### src/rtl/risc_core_mh.sv
// risc_core_mh -- accumulator CPU core with an 8-opcode ISA.
//
// Instruction word: opcode = word[DWIDTH-1:DWIDTH-3], operand address = word[AWIDTH-1:0].
// Opcodes: 0 HLT, 1 SKZ, 2 ADD, 3 AND, 4 XOR, 5 LDA, 6 STO, 7 JMP.
// Memory is external and unified, and is reached over a req/ack handshake.
// The core inserts as many wait states as the memory asks for.
//
// Ports
//   clk        clock, rising edge
//   rst        asynchronous active-high reset
//   run        permits a new instruction fetch
//   resume     one-cycle pulse that leaves HALT
//   mem_req    access request; held until the edge where mem_ack=1
//   mem_we     1 = write, 0 = read
//   mem_addr   access address
//   mem_wdata  write data (accumulator during STO)
//   mem_rdata  read data, sampled on the ack edge
//   mem_ack    access completes this edge; ignored while mem_req=0
//   acc        accumulator
//   pc_out     program counter
//   halted     core is in HALT
//   instret    retired-instruction counter, wraps
module risc_core_mh #(
  parameter int DWIDTH = 8,
  parameter int AWIDTH = 5,
  parameter int CNTW   = 16
) (
  input  logic              clk,
  input  logic              rst,
  input  logic              run,
  input  logic              resume,
  output logic              mem_req,
  output logic              mem_we,
  output logic [AWIDTH-1:0] mem_addr,
  output logic [DWIDTH-1:0] mem_wdata,
  input  logic [DWIDTH-1:0] mem_rdata,
  input  logic              mem_ack,
  output logic [DWIDTH-1:0] acc,
  output logic [AWIDTH-1:0] pc_out,
  output logic              halted,
  output logic [CNTW-1:0]   instret
);

  localparam logic [2:0] S_IF   = 3'd0;
  localparam logic [2:0] S_DEC  = 3'd1;
  localparam logic [2:0] S_OPRD = 3'd2;
  localparam logic [2:0] S_OPWR = 3'd3;
  localparam logic [2:0] S_HALT = 3'd4;

  localparam logic [2:0] OP_HLT = 3'd0;
  localparam logic [2:0] OP_SKZ = 3'd1;
  localparam logic [2:0] OP_ADD = 3'd2;
  localparam logic [2:0] OP_AND = 3'd3;
  localparam logic [2:0] OP_XOR = 3'd4;
  localparam logic [2:0] OP_LDA = 3'd5;
  localparam logic [2:0] OP_STO = 3'd6;
  localparam logic [2:0] OP_JMP = 3'd7;

  localparam logic [AWIDTH-1:0] PC_ONE  = AWIDTH'(1);
  localparam logic [CNTW-1:0]   CNT_ONE = CNTW'(1);

  logic [2:0]        state;
  logic [AWIDTH-1:0] pc;
  logic [DWIDTH-1:0] ir;
  logic              fetch_pend;
  logic [2:0]        opcode;
  logic [AWIDTH-1:0] ir_addr;
  logic              retire;
  logic              unused_ir;

  // Computes the accumulator result for an operand read. ADD wraps and discards the carry.
  function automatic logic [DWIDTH-1:0] alu(input logic [2:0] op,
                                            input logic [DWIDTH-1:0] a,
                                            input logic [DWIDTH-1:0] b);
    logic [DWIDTH-1:0] r;
    case (op)
      OP_ADD:  r = a + b;
      OP_AND:  r = a & b;
      OP_XOR:  r = a ^ b;
      default: r = b;
    endcase
    return r;
  endfunction

  assign opcode    = ir[DWIDTH-1 -: 3];
  assign ir_addr   = ir[AWIDTH-1:0];
  // The middle instruction bits carry no meaning.
  assign unused_ir = ^ir;
  assign pc_out    = pc;
  assign halted    = (state == S_HALT);

  // The bus outputs are decoded from state, so a request rises in the same cycle as run.
  // fetch_pend keeps a started fetch alive if run drops before the ack arrives.
  // While reset is asserted, the rst term drops the request at once.
  always_comb begin
    mem_req   = 1'b0;
    mem_we    = 1'b0;
    mem_addr  = '0;
    mem_wdata = '0;
    if (!rst) begin
      case (state)
        S_IF: begin
          mem_req  = run | fetch_pend;
          mem_addr = pc;
        end
        S_OPRD: begin
          mem_req  = 1'b1;
          mem_addr = ir_addr;
        end
        S_OPWR: begin
          mem_req   = 1'b1;
          mem_we    = 1'b1;
          mem_addr  = ir_addr;
          mem_wdata = acc;
        end
        default: ;
      endcase
    end
  end

  // An instruction retires in DEC when it needs no operand.
  // Otherwise it retires on the edge that acks its operand access.
  always_comb begin
    retire = 1'b0;
    if (state == S_DEC)
      retire = (opcode == OP_HLT) || (opcode == OP_SKZ) || (opcode == OP_JMP);
    else if ((state == S_OPRD) || (state == S_OPWR))
      retire = mem_ack;
  end

  always_ff @(posedge clk or posedge rst) begin
    if (rst)
      instret <= '0;
    else if (retire)
      instret <= instret + CNT_ONE;
  end

  always_ff @(posedge clk or posedge rst) begin
    if (rst) begin
      state      <= S_IF;
      pc         <= '0;
      acc        <= '0;
      ir         <= '0;
      fetch_pend <= 1'b0;
    end else begin
      case (state)
        S_IF: begin
          if (mem_req && mem_ack) begin
            ir         <= mem_rdata;
            pc         <= pc + PC_ONE;
            fetch_pend <= 1'b0;
            state      <= S_DEC;
          end else if (mem_req) begin
            fetch_pend <= 1'b1;
          end
        end
        S_DEC: begin
          case (opcode)
            OP_HLT: state <= S_HALT;
            OP_SKZ: begin
              if (acc == '0)
                pc <= pc + PC_ONE;
              state <= S_IF;
            end
            OP_JMP: begin
              pc    <= ir_addr;
              state <= S_IF;
            end
            OP_STO:  state <= S_OPWR;
            default: state <= S_OPRD;
          endcase
        end
        S_OPRD: begin
          if (mem_ack) begin
            acc   <= alu(opcode, acc, mem_rdata);
            state <= S_IF;
          end
        end
        S_OPWR: begin
          if (mem_ack)
            state <= S_IF;
        end
        S_HALT: begin
          if (resume)
            state <= S_IF;
        end
        default: state <= S_IF;
      endcase
    end
  end

endmodule

### config.mk
export PLATFORM = sky130hd
export DESIGN_NAME = risc_core_mh
export DESIGN_NICKNAME = d
export VERILOG_FILES = /design/src/rtl/risc_core_mh.sv
export SDC_FILE = /design/constraint.sdc
export NUM_CORES = 1
export LEC_CHECK = 0
export ABC_CLOCK_PERIOD_IN_PS = 2000
export CAP_MARGIN = 20
export CORE_AREA = 2 2 87 89
export CTS_CLUSTER_DIAMETER = 80
export DETAILED_ROUTE_END_ITERATION = 6
export DIE_AREA = 0 0 89 91
export GPL_TIMING_DRIVEN = 0
export PLACE_DENSITY = 0.73
export SYNTH_ARGS = -nofsm -noshare
export SYNTH_HDL_FRONTEND = slang
export SYNTH_SLANG_ARGS = --single-unit
### constraint.sdc
create_clock -name clk -period 2 [get_ports clk]
set_clock_uncertainty 0.2 [all_clocks]
set_input_delay 0.4 -clock clk [delete_from_list [all_inputs] [get_ports clk]]
set_output_delay 0.4 -clock clk [all_outputs]
set_load 0.01 [all_outputs]
Word level (Yosys, flattened, before mapping) --
Cells that the tools add are included.
Storage, ports and cells: flip-flop bits (word level) 41, word-level logic and storage cells 65, bits of input ports 13, output and inout port bits 45
Cells by class: reductions and logical operators 16, bitwise operators 3, eq/ne operators 15, multiplexer cells 22, add/subtract/negate cells 3
Operators by type and width (number):
- $pmux 5 s2 | 3
- $pmux 8 s3 | 1
- $add 16x1->16 const B | 1
- $mux 8 | 2
- $mux 5 | 3
- $eq 3x2->1 const B | 4
- $eq 3x3->1 const B | 4
- $pmux 3 s4 | 1
- $mux 3 | 3
- $pmux 3 s3 | 1
- $add 8x8->8 | 1
- $and 8x8->8 | 1
- $logic_not 8->1 | 1
- $xor 8x8->8 | 1
- $mux 1 | 7
- $eq 3x1->1 const B | 2
- $logic_not 3->1 | 2
- $reduce_and 2->1 | 3
- $add 5x1->5 const B | 1
- $ne 2x2->1 const B | 2
- $reduce_and 4->1 | 1
- $reduce_bool 2->1 | 2
- $reduce_or 2->1 | 2
- $logic_or 1x1->1 | 3
- 7 further kinds | 7

Longest topological paths before layout --
Gate-level depths: netlist (run 1).
word-level depth 7, mapped depth 9, gate-level depth less buffers 8

Worst setup path after synthesis (run 1) --
Ideal clock, no wire load.
path kind register to register, from reg ir[6], to reg state[2], buffers on the path 1, data required time 1.714 ns, clock period less this slack 2.193 ns, slack -0.193 ns, library setup time 0.086 ns, stages on the path, launching flop included 7, data arrival time 1.907 ns, path through dfrtp_1 > buf_2 > inv_1 > ha_1 > or4_1 > o31a_1 > a32oi_1
On the way: word-level cells in the longest chain between the ends 4, elaborated cells on any way between the ends 7, classes of those cells 3 x eq/ne; 2 x mux; 2 x reduce/logical
RTL lines:
- start: declaration | line 64 | logic [DWIDTH-1:0] ir;
- start signal: assignment | line 149 | ir <= mem_rdata;
- $eq 3x1->1 or $eq 3x3->1 (tied branches) | line 158 | case (opcode)
- $reduce_or 2->1 (no line)
- $pmux 3 s3 * | line 158
- $pmux 3 s4 * | line 146 | case (state)
- end signal: assignment | line 152 | state <= S_DEC;
- end signal: assignment | line 159 | OP_HLT: state <= S_HALT;
- end signal: assignment | line 163 | state <= S_IF;
- end: declaration | line 62 | logic [2:0] state;
Mark *: on every way between the ends. The rest lies on a longest branch, timed or not. A chain may end at the register's enable or synchronous reset.

Final worst setup path (run 1) --
from reg state[0], to out mem_wdata[4]
On the way: word-level cells in the longest chain between the ends 3
RTL lines:
- start signal: assignment | line 140 | state <= S_IF;
- start signal: assignment | line 152
- start signal: assignment | line 159
- $eq 3x2->1 | line 101 | case (state)
- $mux 8 | line 101
- $mux 8 | line 100 | if (!rst) begin
- end: declaration | line 35 | output logic [DWIDTH-1:0] mem_wdata,
Every way passes these cells.

==> flow_metrics.tcl, run 1 <==
set metrics [dict create \
    outcome "finished with violations" \
    violations "setup timing" \
    die_area_um2 8100 \
    holdWs_ps 193 \
    layout_commonest_cell "dfrtp_1" \
    h-tree-depth 2 \
    hold_viol 0 \
    cpPeakStageDelay_ps 380 \
    die_x_um 89 \
    die_h_um 91 \
    layout_common_cells "dfrtp_1, clkdlybuf4s50_1, buf_4" \
    hpwlAfterDp_mm 5.19 \
    power_density_nw_per_um2 1400 \
    slowest_stage "dfrtp_1" \
    reg2reg_depth 8 \
    r2r_start "state[2]" \
    drive_gt1_share_pct 36.8 \
    grt_pass1_vias 2552 \
    tightest_slew_ps 867 \
    ios 58 \
    finalCritPeriodShare_pct 107 \
    fmax_mhz 468 \
    crit_cells 8 \
    cts_sinks 41 \
    cts_buffer_depth 2 \
    peakVddDrop_v 0.000583 \
    grt_start_max_net_pins 42 \
    startpoint "state[0]" \
    yosys_warnings 0 \
    p_leak_nw 1.78 \
    rsz0062_at_grt "yes" \
    yosys_register_bits 41 \
    ant_nets 0 \
    synth_ff_type "dfrtp_1" \
    syn_area_per_cell_um2 9.33 \
    gr-total-overflow 0 \
    core_area_um2 7140 \
    worstPathCellList "buf_6 -> buf_8 -> nand2_4 -> nor2_4 -> buf_12 -> buf_6 -> and2_4 -> buf_6" \
    route.detailed.drc 0 \
    wl_mm 8.06 \
    fin_nets 418 \
    path_max_fanout 8 \
    r2r_end "ir[0]" \
    cpMostUsedCell "buf_6" \
    drv_cap 0 \
    fin_setup_tns_ps -1680 \
    slew_headroom_pct 42.1 \
    area_growth_pct 51.1 \
    hold_path.class "in2async" \
    critPathTopFamily "buffers and inverters" \
    setup_viol 24 \
    use_met2_pct 31.3 \
    dp_cells 453 \
    regToRegSetupSlack_ps -120 \
    antenna_cells 0 \
    period_needed_ps 2140 \
    synth_cells 298 \
    synth_nets 323 \
    first_iter_violations 141 \
    cts_made_buffers 5 \
    gp_congestion 0.918 \
    grt_usage_pct 19.2 \
    cts_tree "built" \
    cp.required_ps 1400 \
    crit_end "mem_wdata[4]" \
    setup_slack_ps -136 \
    yosysUniqueCellTypes 60 \
    synth.area.top_cells "dfrtp_1, ha_1, mux2_2" \
    path_clk_slew_ps 80 \
    async_flop_share_pct 100 \
    clk_latency_ps 300 \
    grt_antenna_before_repair 0 \
    rows 31 \
    netlist_area_um2 2780 \
    busiest_layer "met2" \
    final_core_util_pct 58.8 \
    cts-root-buf "clkbuf_8" \
    dr.pass1.iters 5 \
    startpoint_type "register" \
    cp.arrival_ps 1540 \
    finalMaxSlewViolations 0 \
    synth_top_cell_by_area "dfrtp_1" \
    use_met3_pct 3.09 \
    worst-path-buf-inv 5 \
    synth_edf_count 0 \
    hold_buffers 0 \
    final_cells 493 \
    routedWlPerCell_um 16.4 \
    io_buffers 56 \
    via_count 2722 \
    grt_util_met1_pct 25.5 \
    vias_per_cell 5.52 \
    end_kind "output port" \
    pre_cts_ws_ps -1140 \
    netlist.area_leader.share_pct 36.9 \
    initial_utilization_pct 38.9 \
    critPathKind "reg2out" \
    grt_pass1_wl_mm 12.4 \
    yosysSeqAreaShare_pct 36.9 \
]
## flip-flops by register name, indices dropped and copies added (netlist names)
signal / count
instret: 16
acc: 8
ir: 8
pc_out: 5
state: 3
fetch_pend: 1
## routing by layer
layer | wire length [um] | part of all wire [%] | vias up
li1 | - | - | 1296
met3 | 382 | 4.7 | 16
met2 | 4000 | 50 | 87
met5 | 0 | 0 | -
met1 | 3490 | 43 | 1323
met4 | 196 | 2.4 | 0
## final cells by class
type / count / area [um2]
inverters: 14 / 62.6
well taps: 99 / 124
flip-flops and latches: 41 / 1030
clock inverters: 1 / 30.0
plain buffers: 12 / 123
repair buffers: 90 / 816
multi-input cells: 229 / 1920
fillers: 595 / 2940
clock buffers: 7 / 86.3
## per-stage QoR
stage | power [mW] | cell area, um2
floorplan | 3.25 | 2810
global placement | 4.13 | 3490
detailed placement | 4.20 | 3490
CTS | 5.43 | 3950
global route | 6.24 | 4200
finish | 5.88 | 4200
## cells in the mapped netlist, types with 7 or more instances
master / n
dfrtp_1: 41
nor2_1: 25
a21oi_1: 20
nand2_1: 15
inv_1: 14
xnor2_1: 12
ha_1: 11
mux2_2: 11
nor3_1: 10
o21ai_0: 9
and2_1: 7
buf_2: 7
nand3_1: 7
nand4_1: 7
## timing repair
action	4_1_cts	5_1_grt
gates resized for setup	120	53
buffers inserted	22	11
hold endpoints to repair	0	0
pin swaps	11	21
setup endpoints to repair	47	43
gates cloned	0	1
## cell families (layout without fill, tap and decap cells)
group,count (synthesis),count (layout),synth area share [%]
flops,41,41,36.9
simple gates,106,106,21.5
xor+xnor,18,18,5.67
compound gates,76,76,19.3
buf+inv,28,124,4.37
mux,17,17,6.62
fa+ha+maj,12,12,5.67
## worst min path at each step
stage | endpoint | cells past startpoint | slack (ps) | startpoint
floorplan | ir[1] | 1 | 300 | ir[1]
finish | instret[11] | 2 | 190 | rst
global placement | instret[15] | 1 | 260 | instret[15]
global route | instret[9] | 2 | 300 | rst
CTS | instret[11] | 2 | 250 | rst
detailed placement | instret[15] | 1 | 280 | instret[15]
## report_power, final
part           internal [mW]  leakage, nW  total [mW]  switching, mW
sequential              1.12        0.510        1.54          0.418
combinational           1.90         1.21        3.64           1.74
clock                  0.407       0.0585       0.707          0.299
total                   3.42         1.78        5.88           2.46
## worst reg2reg max path, stage by stage, from the launching register on
cell,delay [ps]
dfrtp_1,380
or2_4,290
buf_6,150
buf_6,120
nor3_4,190
nand2_2,90
nor2_4,130
buf_12,150
mux2_2,340
Power figures use the tool's default switching activity.
==> inputs of run 2 (changes only) <==
- SETUP_SLACK_MARGIN: unset -> 0.5
==> flow_metrics.tcl, run 2 (synthesis gave the netlist of run 1 again) <==
set metrics [dict create \
    cp.required_ps 1400 \
    first_iter_violations 147 \
    final_cells 560 \
    initial_utilization_pct 38.9 \
    rows 31 \
    cts_tree "built" \
    wl_mm 9.68 \
    peakVddDrop_v 0.000782 \
    startpoint_type "register" \
    drv_cap 0 \
    crit_cells 7 \
    gr-total-overflow 0 \
    cts_made_buffers 5 \
    worst-path-buf-inv 4 \
    use_met2_pct 42.0 \
    routedWlPerCell_um 17.3 \
    die_area_um2 8100 \
    hold_path.class "in2reg" \
    h-tree-depth 2 \
    setup_slack_ps -289 \
    die_h_um 91 \
    busiest_layer "met2" \
    vias_per_cell 5.47 \
    layout_common_cells "buf_6, buf_4, dfrtp_1" \
    use_met3_pct 4.45 \
    hold_buffers 0 \
    rsz0062_at_grt "yes" \
    regMostFlops "instret" \
    cts_sinks 41 \
    grt_pass1_wl_mm 15.2 \
    cp.arrival_ps 1690 \
    critPathTopFamily "simple AND/OR/NAND/NOR gates" \
    p_leak_nw 2.26 \
    cpMostUsedCell "buf_6" \
    path_max_fanout 4 \
    layout_commonest_cell "buf_6" \
    cts-root-buf "clkbuf_8" \
    hold_depth 2 \
    fin_setup_tns_ps -5140 \
    power_density_nw_per_um2 1440 \
    die_x_um 89 \
    slowest_stage "dfrtp_1" \
    ant_nets 0 \
    reg2reg_depth 10 \
    end_kind "output port" \
    fin_nets 485 \
    area_growth_pct 82.1 \
    clk_latency_ps 310 \
    path_clk_slew_ps 90 \
    hold_viol 0 \
    cts_buffer_depth 2 \
    largest_reg_flops 16 \
    fmax_mhz 437 \
    critPathKind "reg2out" \
    io_buffers 56 \
    period_needed_ps 2290 \
    largest_registers "instret x16, acc x8, ir x8" \
    tightest_slew_ps 954 \
    finalMaxSlewViolations 0 \
    gp_congestion 0.908 \
    hpwlAfterDp_mm 5.39 \
    via_count 3064 \
    grt_usage_pct 23.7 \
    grt_antenna_before_repair 0 \
    core_area_um2 7140 \
    dr.pass1.iters 4 \
    antenna_cells 0 \
    finalCritPeriodShare_pct 114 \
    grt_util_met1_pct 27.2 \
    grt_pass1_vias 3285 \
    ios 58 \
    drive_gt1_share_pct 59.7 \
    slew_headroom_pct 36.2 \
    cpPeakStageDelay_ps 380 \
    worstPathCellList "or2_1 -> clkbuf_8 -> nor2_4 -> buf_6 -> buf_6 -> and2_4 -> buf_6" \
    setup_viol 28 \
    dp_cells 453 \
    route.detailed.drc 0 \
    violations "setup timing" \
    outcome "finished with violations" \
    fillers 505 \
    grt_start_max_net_pins 42 \
]
## run 2: layer usage
metal  part of all wire, %  vias up
li1                      -     1428
met1                    38     1478
met2                    53      127
met3                   5.2       31
met4                   3.4        0
met5                     0        -
## run 2: worst reg2reg max path, stage by stage (launching register included)
cell,delay [ps]
dfrtp_1,380
or2_1,210
clkbuf_8,150
buf_6,130
buf_6,120
buf_12,120
nor3_4,140
nand2_2,80
nor2_4,120
buf_12,140
mux2_4,300
## run 2: worst paths after layout
check                                to  startpoint  slack (ps)
max                        mem_wdata[4]    state[2]        -290
min in group asynchronous      state[2]         rst         210
max reg2reg                       ir[6]    state[2]        -230
min                          fetch_pend     mem_ack         200
min reg2reg                      acc[4]      acc[4]         340
max in group asynchronous        acc[1]         rst         820
## run 2: power by group
part / switching [mW] / internal [mW]
registers: 0.297 / 1.14
clock network: 0.330 / 0.496
logic: 2.31 / 2.69
total: 2.94 / 4.33
## run 2: area by class of cell
| cell class | count | area [um2] | area share, % |
|---|---|---|---|
| Clock buffer | 5 | 68.8 | 1.36 |
| Clock inverter | 3 | 65.1 | 1.29 |
| Timing Repair Buffer | 155 | 1450 | 28.6 |
| Inverter | 14 | 66.3 | 1.31 |
| Buffer | 14 | 151 | 2.99 |
| Multi-Input combinational cell | 229 | 2090 | 41.3 |
| Sequential cell | 41 | 1050 | 20.7 |
| Tap cell | 99 | 124 | 2.45 |
## run 2: metrics by stage
stage / hold slack [ps] / util, % / power, mW / worst slack (ps) / cell area (um2)
after floorplan: 185 / - / 3.62 / -59.3 / 3070
after global placement: 257 / 52.6 / 4.54 / -848 / 3750
after detailed placement: 264 / 52.6 / 4.60 / -862 / 3750
after CTS: 186 / 67.6 / 6.72 / -291 / 4830
after global routing: 204 / 70.9 / 7.68 / -342 / 5060
final: 199 / 70.9 / 7.27 / -289 / 5060
## run 2: what timing repair did
| action | in CTS | in global routing |
|---|---|---|
| buffers inserted | 89 | 6 |
| resized for setup | 290 | 43 |
| pin swaps | 49 | 19 |
| setup endpoints to repair | 91 | 70 |
| cloned | 3 | 1 |
